<file path="src/rtl/chunked_addsub_pkg.sv">
// chunked_addsub_pkg: shared ALU types and op-select constants
package chunked_addsub_pkg;
   typedef enum logic [1:0] {IDLE, BUSY, DONE} state_t;
   localparam logic OP_ADD = 1'b0;
   localparam logic OP_SUB = 1'b1;
endpackage

</file>
<file path="src/rtl/chunked_addsub_slice.sv">
// addsub_slice: combinational CHUNK-bit ripple of full adders
module addsub_slice #(
   parameter int CHUNK = 16
) (
   input  logic [CHUNK-1:0] x,
   input  logic [CHUNK-1:0] y,
   input  logic             cin,
   output logic [CHUNK-1:0] s,
   output logic             cout,
   output logic             c_msb_in
);
   logic [CHUNK:0] c;
   assign c[0] = cin;
   for (genvar i = 0; i < CHUNK; i++) begin : g_fa
      assign s[i]   = x[i] ^ y[i] ^ c[i];
      assign c[i+1] = (x[i] & y[i]) | (c[i] & (x[i] ^ y[i]));
   end
   assign cout     = c[CHUNK];
   assign c_msb_in = c[CHUNK-1];
endmodule

</file>
<file path="src/rtl/chunked_addsub.sv">
// chunked_addsub: multi-cycle add/sub, CHUNK bits per clock, with ZF/SF/OF/carry flags
module chunked_addsub
   import chunked_addsub_pkg::*;
#(
   parameter int WIDTH = 64,
   parameter int CHUNK = 16
) (
   input  logic             clk,
   input  logic             rst,
   input  logic             start_valid,
   output logic             start_ready,
   input  logic [WIDTH-1:0] a,
   input  logic [WIDTH-1:0] b,
   input  logic             sub,
   output logic             res_valid,
   input  logic             res_ready,
   output logic [WIDTH-1:0] sum,
   output logic             cout,
   output logic             of,
   output logic             sf,
   output logic             zf
);
   localparam int NCHUNK = WIDTH / CHUNK;
   localparam int IW = (NCHUNK > 1) ? $clog2(NCHUNK) : 1;
   localparam int BW = (WIDTH > 1) ? $clog2(WIDTH) : 1;
   state_t state, state_n;
   logic [WIDTH-1:0] a_q, b_q;
   logic [IW-1:0] idx;
   logic [BW-1:0] base;
   logic carry, last, accept, s_cout, s_cmsb;
   logic [CHUNK-1:0] s_sum;
   assign last        = idx == IW'(NCHUNK - 1);
   assign base        = BW'(idx * CHUNK);
   assign start_ready = !rst && (state == IDLE || (state == DONE && res_ready));
   assign accept      = start_valid && start_ready;
   assign res_valid   = state == DONE;
   assign sf          = sum[WIDTH-1];
   assign zf          = ~|sum;
   addsub_slice #(.CHUNK(CHUNK)) slice (
      .x(a_q[base +: CHUNK]),
      .y(b_q[base +: CHUNK]),
      .cin(carry),
      .s(s_sum),
      .cout(s_cout),
      .c_msb_in(s_cmsb)
   );
   // state register
   always_ff @(posedge clk) begin
      if (rst) state <= IDLE;
      else state <= state_n;
   end
   // next state: a DONE handshake may chain straight into a new request
   always_comb begin
      state_n = state;
      case (state)
         IDLE:    state_n = start_valid ? BUSY : IDLE;
         BUSY:    state_n = last ? DONE : BUSY;
         DONE:    state_n = res_ready ? (start_valid ? BUSY : IDLE) : DONE;
         default: state_n = IDLE;
      endcase
   end
   // operand capture, per-chunk ripple and final carry/overflow latch
   always_ff @(posedge clk) begin
      if (rst) begin
         a_q   <= '0;
         b_q   <= '0;
         carry <= 1'b0;
         idx   <= '0;
         sum   <= '0;
         cout  <= 1'b0;
         of    <= 1'b0;
      end else if (accept) begin
         a_q   <= a;
         b_q   <= (sub == OP_ADD) ? b : ~b;
         carry <= sub == OP_SUB;
         idx   <= '0;
      end else if (state == BUSY) begin
         sum[base +: CHUNK] <= s_sum;
         carry <= s_cout;
         idx   <= last ? '0 : idx + 1'b1;
         if (last) begin
            cout <= s_cout;
            of   <= s_cmsb ^ s_cout;
         end
      end
   end
endmodule

</file>
<file path="config.mk">
export PLATFORM = sky130hd
export DESIGN_NAME = chunked_addsub
export DESIGN_NICKNAME = d
export VERILOG_FILES = /design/src/rtl/chunked_addsub_pkg.sv /design/src/rtl/chunked_addsub_slice.sv /design/src/rtl/chunked_addsub.sv
export SDC_FILE = /design/constraint.sdc
export NUM_CORES = 1
export LEC_CHECK = 0
export CAP_MARGIN = 30
export CORE_ASPECT_RATIO = 1.1
export CORE_MARGIN = 2
export CORE_UTILIZATION = 50
export DETAILED_ROUTE_END_ITERATION = 6
export GPL_ROUTABILITY_DRIVEN = 0
export PLACE_DENSITY = 0.74
export SYNTH_ARGS = -nofsm -noshare
export SYNTH_HDL_FRONTEND = slang
export SYNTH_SLANG_ARGS = --single-unit
export TNS_END_PERCENT = 5
</file>
<file path="constraint.sdc">
create_clock -name clk -period 9.4 [get_ports clk]
set_input_delay 1.88 -clock clk [delete_from_list [all_inputs] [get_ports clk]]
set_output_delay 1.88 -clock clk [all_outputs]
set_load 0.005 [all_outputs]
</file>
==> summary.md, run 1 <==
| Metric | Value |
|---|---|
| Final Routed Wirelength | 27.54 mm |
| Setup violations, final | 0 |
| Clk pin slew, worst setup/hold paths | roughly 0.070 ns |
| LEAKAGE | ~4.0 nW |
| CP arrival | 8.54 ns |
| Clk_skew | ~0.011 ns |
| CTS Buf Count | 17 |
| Total negative setup slack | 0 ns |
| P&R area growth vs syn | 25.44% |
| Hold Path Class | flip-flop to flip-flop |
| # clock sinks | roughly 200 |
| Synthesized area | 9696 sq um |
| Final core utilization | a little under two thirds |
| TritonCTS clock tree | built |
| Power Density | 168.5 nW/um^2 |
| Yosys reg bits | between 150 and 200 |
| Cells after Synth | a little over 1k |
| Vias | 8,294 |
| Die W | ~140 um |
| Row cnt | 53 |
| Nets | about 1.3k |
| Routed Antenna Nets | 0 |
| Synth warn | 0 |
| Endpoints failing hold | 0 |
| Antenna diodes | 0 |
| Root buffer cell | clkbuf_16 |
| Clk_lat worst skew | about 0.45 ns |
| DR iter-0 viols | between 800 and 900 |
| Starting Density | between 50 and 60% |
| # fillers | 1,604 |
| Setup Buffers After CTS | 0 |
| Avg Cell Area, Syn | about 9.4 sq um |
| CP Max Fanout | 18 |
| Grt ovf | 0 |
| Number of global-route vias before repair | ~7.7k |
| Synthesized net count | 1,183 |
| MaxCap Viol Count | 0 |
| H-tree depth | 4 |
| Remaining DRCs | 0 |
| Max VDD drop | ~0.15 mV |
| Most common cell after layout, fill and taps aside | clkdlybuf4s50_1 |
| DR pass1 iterations | 4 |
| Shortest period the worst path allows | slightly above 8 ns |
| Pin count of the biggest net entering global routing | about 120 |
| Worst Path Required | approximately 9.7 ns |
| FMAX | 121.1 MHz |
| Resized cells post-CTS | 0 |
| Unique cell type count in the Yosys netlist | 37 |
| Initial antenna violation count | 0 |
| Unrepaired setup endpoints after global routing | no |
| Critical path class | flip-flop to flip-flop |
| Io pins | 203 |
| Number of synthesized flops with an enable pin | 0 |
| Final HPWL from detailed placement | approximately 19 mm |
| Tightest Pin Transition | 1.044 ns |
| WL per Instance | roughly 19 um |
| Most frequent cells in the layout | clkdlybuf4s50_1 (200), dfxtp_1 (197), a21oi_1 (195) |
| Slew HR | a little under a third |
| Startpoint types | flip-flop |
| Die Area | just over 20,000 sq um |
| Share of layout cells above drive strength 1 | approximately a tenth |
| Final period util | between 80% and 90% |
| Bufs on Longest Clock Path | 2 |
| Critical path capture point type | flip-flop |
| Slew Limit Fails | 0 |
| Core area | 19,030 sq um |
| Status | completed |
| I/O Buffers | about 200 |
| Post-CTS Hold Buffers | 0 |
| DR vias/cell | slightly below 6 |
| Async set-reset flop share out of synthesis | 0% |
| Synth Flop Type | dfxtp_1 |
| First-pass GRT wire length | roughly 42 mm |
| Die Y | approximately 150 um |
| Tot GR Track Use | approximately 27% |
| Sequential share of the synthesized area | between 40 and 50% |
==> sequential cells by signal (all words and copies together) (netlist names) <==
register  cells
a_q          64
b_q          64
sum          64
idx           2
state         2
carry         1
cout          1
of            1
==> worst paths after layout <==
kind,start,end,slack [ns],cells after the start
max,idx[1]$_SDFFE_PP0P_,sum[63]$_SDFFE_PP0P_,1.14,25
min reg2reg,sum[40]$_SDFFE_PP0P_,sum[40]$_SDFFE_PP0P_,0.47,2
max reg2reg,idx[1]$_SDFFE_PP0P_,sum[63]$_SDFFE_PP0P_,1.14,25
min,sum[40]$_SDFFE_PP0P_,sum[40]$_SDFFE_PP0P_,0.47,2
==> synthesized netlist by cell type, types with 16 or more instances <==
cell type  instances  area [sq um]
nand2_1           65         244.0
a211oi_1          42         315.3
inv_1             32         120.1
o21ai_0           64         320.3
buf_2             44         220.2
nor4_1            17         106.4
mux4_2            32         720.7
clkbuf_1          35         131.4
nand3_1           81         405.4
fa_1              16         320.3
dfxtp_1          199          3984
xnor2_1           65         569.3
nand3b_1          49         367.9
a21oi_1          195         975.9
a211oi_2          22         275.3
==> metal layers <==
metal / routed length [um] / GRT usage, %
met1: 11880 / 37.94
met2: 13000 / 41.50
met3: 1766 / 4.099
met4: 898 / 11.49
met5: 0 / 0
==> worst max-delay path, stage by stage, from the launching register on <==
cell,delay [ns]
dfxtp_2,0.63
mux4_2,0.32
inv_1,0.05
fa_1,0.39
fa_1,0.46
fa_1,0.44
inv_1,0.09
fa_1,0.20
fa_1,0.18
inv_1,0.05
fa_1,0.44
fa_1,0.46
fa_1,0.46
fa_1,0.46
fa_1,0.47
fa_1,0.47
fa_1,0.50
fa_1,0.44
inv_1,0.09
fa_1,0.17
inv_1,0.06
fa_1,0.46
inv_1,0.11
fa_1,0.49
nand3_1,0.11
a21oi_1,0.08
==> logic make-up after synthesis <==
group	synth area share (%)
DFF	41.09
AOI/OAI and AO/OA	19.77
and+or+nand+nor	14.30
buffers and inverters	7.253
adders and majority gates	4.078
xor gates and xnor gates	5.872
muxes	7.640
==> final cells by class <==
type,instances,area (sq um),area share [%]
multi-input combinational,691,5029,41.35
clock inverter,14,162.7,1.337
timing repair buffer,212,2116,17.40
sequential,199,3986,32.78
inverter,32,120.1,0.9876
tap,247,309.0,2.541
clock buffer,18,439.2,3.611
==> report_power, final <==
| group | internal [mW] | switching (mW) | total (mW) | leakage [nW] |
|---|---|---|---|---|
| Combinational | 0.182 | 0.187 | 0.369 | 2.07 |
| Sequential | 0.891 | 0.0348 | 0.926 | 1.63 |
| Clock | 0.407 | 0.348 | 0.755 | 0.283 |
==> metrics by stage <==
stage,instances,power (mW),cell area [sq um],setup WS [ns],hold WS (ns)
after floorplan,1028,1.152,9696,1.365,0.4483
after global placement,1380,1.302,11530,1.339,0.4538
after detailed placement,1380,1.307,11530,1.153,0.4583
after CTS,1412,2.044,12130,1.116,0.4665
after global routing,1413,2.111,12160,0.7823,0.4878
final,1413,2.050,12160,1.141,0.4663
Note: power is estimated with default switching activity, not from simulation.
==> run 2, diff against run 1 <==
- CORE_UTILIZATION: 50 -> 47
- PLACE_DENSITY: 0.74 -> 0.73
- clock period: 9.4 -> 7.4 ns (I/O delays scaled with it)
==> summary.md, run 2 (synthesized netlist as in run 1, its figures left out) <==
| Metric | Value |
|---|---|
| Status | completed |
| Reg2reg start | idx[0]$_SDFFE_PP0P_ |
| Psw | 0.7030 mW (+23%) |
| Row cnt | 55 (+3.8%) |
| Pin count of the biggest net entering global routing | 126 (+9.6%) |
| DR vias/cell | 5.785 (-1.4%) |
| Grt ovf | 0 (unchanged) |
| Worst R2R End | sum[63]$_SDFFE_PP0P_ |
| Sequential share of power | 45.3% (about the same) |
| Critical path capture point type | flip-flop |
| Remaining DRCs | 0 (unchanged) |
| First-pass GRT wire length | 42.64 mm (+0.88%) |
| Setup crit start | idx[0]$_SDFFE_PP0P_ |
| # fillers | 1,729 (+7.8%) |
| Clock Power Share | 36.5% (-0.3 points) |
| Final Routed Wirelength | 27.63 mm (+0.32%) |
| FF-to-FF path depth | 25 (unchanged) |
| Unrepaired setup endpoints after global routing | no |
| P&R area growth vs syn | 26.09% |
| Share of layout cells above drive strength 1 | 10.70% (+1.1 points) |
| Setup violations, final | 0 (unchanged) |
| H-tree depth | 4 (unchanged) |
| Power Density | 212.0 nW/um^2 (+26%) |
| TritonCTS clock tree | built |
| MaxCap Viol Count | 0 (unchanged) |
| Worst Path Required | 7.69 ns (-1.99 ns) |
| Top Registers | a_q (64), b_q (64), sum (64) |
| FMAX | 140.8 MHz (+16%) |
| Clk pin slew, worst setup/hold paths | 0.07 ns (about the same) |
| Most frequent cells in the layout | clkdlybuf4s50_1 (200), dfxtp_1 (197), a21oi_1 (195) |
| Io pins | 203 (unchanged) |
| Max VDD drop | 0.1793 mV (+18%) |
| Die W | 140.9 um (+3.1%) |
| I/O Buffers | 202 (unchanged) |
| Slew Limit Fails | 0 (unchanged) |
| Placed insts | 1,390 (+0.72%) |
| Most common cell after layout, fill and taps aside | clkdlybuf4s50_1 |
| # clock sinks | 199 (unchanged) |
| Final period util | 95.98% (+8.1 points) |
| Initial antenna violation count | 0 (unchanged) |
| Starting Density | 47.44% (-3.5 points) |
| Die Area | 21,800 sq um (+6.2%) |
| Endpoints failing hold | 0 (unchanged) |
| Critical path class | flip-flop to flip-flop |
| Int Pwr | 1.889 mW (+28%) |
| Total negative setup slack | 0 ns (unchanged) |
| CP arrival | 7.39 ns (-1.15 ns) |
| Setup crit end | sum[63]$_SDFFE_PP0P_ |
| Startpoint types | flip-flop |
| DR pass1 iterations | 5 (+1) |
| CTS Buf Count | 17 (unchanged) |
| R2R setup slack | 0.30 ns (-0.84 ns) |
| Nets | 1,310 (+0.15%) |
| Number of global-route vias before repair | 7,605 (-1.3%) |
| WL per Instance | 19.41 um (-0.45%) |
| LEAKAGE | 4.005 nW (+0.47%) |
| Tightest Pin Transition | 0.9598 ns (-0.08372 ns) |
| Clk_skew | 0.01189 ns (+0.0004344 ns) |
| Slew HR | 36.01% (+5.6 points) |
| Final HPWL from detailed placement | 19.38 mm (+1.8%) |
| Shortest period the worst path allows | 7.102 ns (-1.156 ns) |
| Die Y | 154.6 um (+3.1%) |
| Sw Ratio | 27.13% (-0.68 points) |
| CP Max Fanout | 5 (-13) |
| Core area | 20,440 sq um (+7.4%) |
| Clk_lat worst skew | 0.44 ns (about the same) |
| Fin cells | 1,424 (+0.78%) |
| Vias | 8,238 (-0.68%) |
| Antenna diodes | 0 (unchanged) |
| Root buffer cell | clkbuf_16 |
| Power share of the combinational group | 18.2% (+0.2 points) |
| Bufs on Longest Clock Path | 2 (unchanged) |
| DR iter-0 viols | 816 (-3.0%) |
| Routed Antenna Nets | 0 (unchanged) |
| Tot GR Track Use | 25.12% (-1.9 points) |
| Hold Path Class | flip-flop to flip-flop |
-- run 2: worst max-delay path: stages, from the launching register on --
cell and delay [ns]:
dfxtp_4 0.37, mux4_2 0.32, inv_1 0.05, fa_2 0.36, fa_2 0.36, fa_1 0.42, inv_1 0.09, fa_2 0.21
fa_1 0.18, inv_1 0.06, fa_2 0.39, fa_2 0.38, fa_2 0.40, fa_2 0.40, fa_2 0.39, fa_2 0.40
fa_2 0.35, fa_1 0.41, inv_1 0.08, fa_1 0.18, inv_1 0.06, fa_2 0.36, inv_1 0.09, fa_2 0.48
nand3_1 0.09, a21oi_1 0.07
-- run 2: timing repair --
item,in CTS,in global routing
buffers inserted,0,1
gates cloned,0,0
hold endpoints to repair,0,0
pin swaps,0,7
hold buffers,0,0
setup endpoints to repair,2,6
gates resized for setup,1,3
-- run 2: final cells by class --
cell class / instances / area (sq um) / share of cell area (%)
clock buffers: 20 / 456.7 / 3.736
multi-input cells: 691 / 5059 / 41.38
inverters: 32 / 120.1 / 0.9825
clock inverters: 12 / 137.6 / 1.126
well taps: 256 / 320.3 / 2.620
repair buffers: 214 / 2143 / 17.53
flip-flops and latches: 199 / 3989 / 32.63
-- run 2: worst min-delay path by stage --
stage          cells past startpoint                  from                    to  slack [ns]
2_1_floorplan                      2       of$_SDFFE_PP0P_       of$_SDFFE_PP0P_        0.45
3_3_place_gp                       2  sum[40]$_SDFFE_PP0P_  sum[40]$_SDFFE_PP0P_        0.46
3_5_place_dp                       2  sum[58]$_SDFFE_PP0P_  sum[58]$_SDFFE_PP0P_        0.46
4_1_cts                            2  sum[58]$_SDFFE_PP0P_  sum[58]$_SDFFE_PP0P_        0.47
5_1_grt                            2  sum[58]$_SDFFE_PP0P_  sum[58]$_SDFFE_PP0P_        0.49
6_report                           2  sum[58]$_SDFFE_PP0P_  sum[58]$_SDFFE_PP0P_        0.47
-- run 2: power groups by stage --
stage          Sequential [mW]  Combinational, mW  Clock [mW]
4_1_cts                   1.17              0.465       0.946
6_report                  1.18              0.471       0.946
3_3_place_gp              1.20              0.460           0
2_1_floorplan             1.18              0.289           0
3_5_place_dp              1.20              0.463           0
5_1_grt                   1.18              0.503       0.989
-- run 2: metrics by stage --
step	area [sq um]	setup WS, ns	util (%)	hold slack, ns	power [mW]
floorplan	9729	0.001530	-	0.4483	1.467
global placement	11570	0.1058	56.59	0.4561	1.656
detailed placement	11590	0.01046	56.69	0.4616	1.661
CTS	12180	0.005824	59.61	0.4701	2.585
global route	12230	0.03778	59.82	0.4859	2.672
finish	12230	0.2976	59.82	0.4681	2.592
-- run 2: per-layer routing --
metal,vias up,wire length [um],global-route usage (%)
met4,0,658,8.619
met1,3939,11920,34.67
met2,324,13320,40.00
li1,3936,-,-
met5,-,0,0
met3,39,1729,4.427
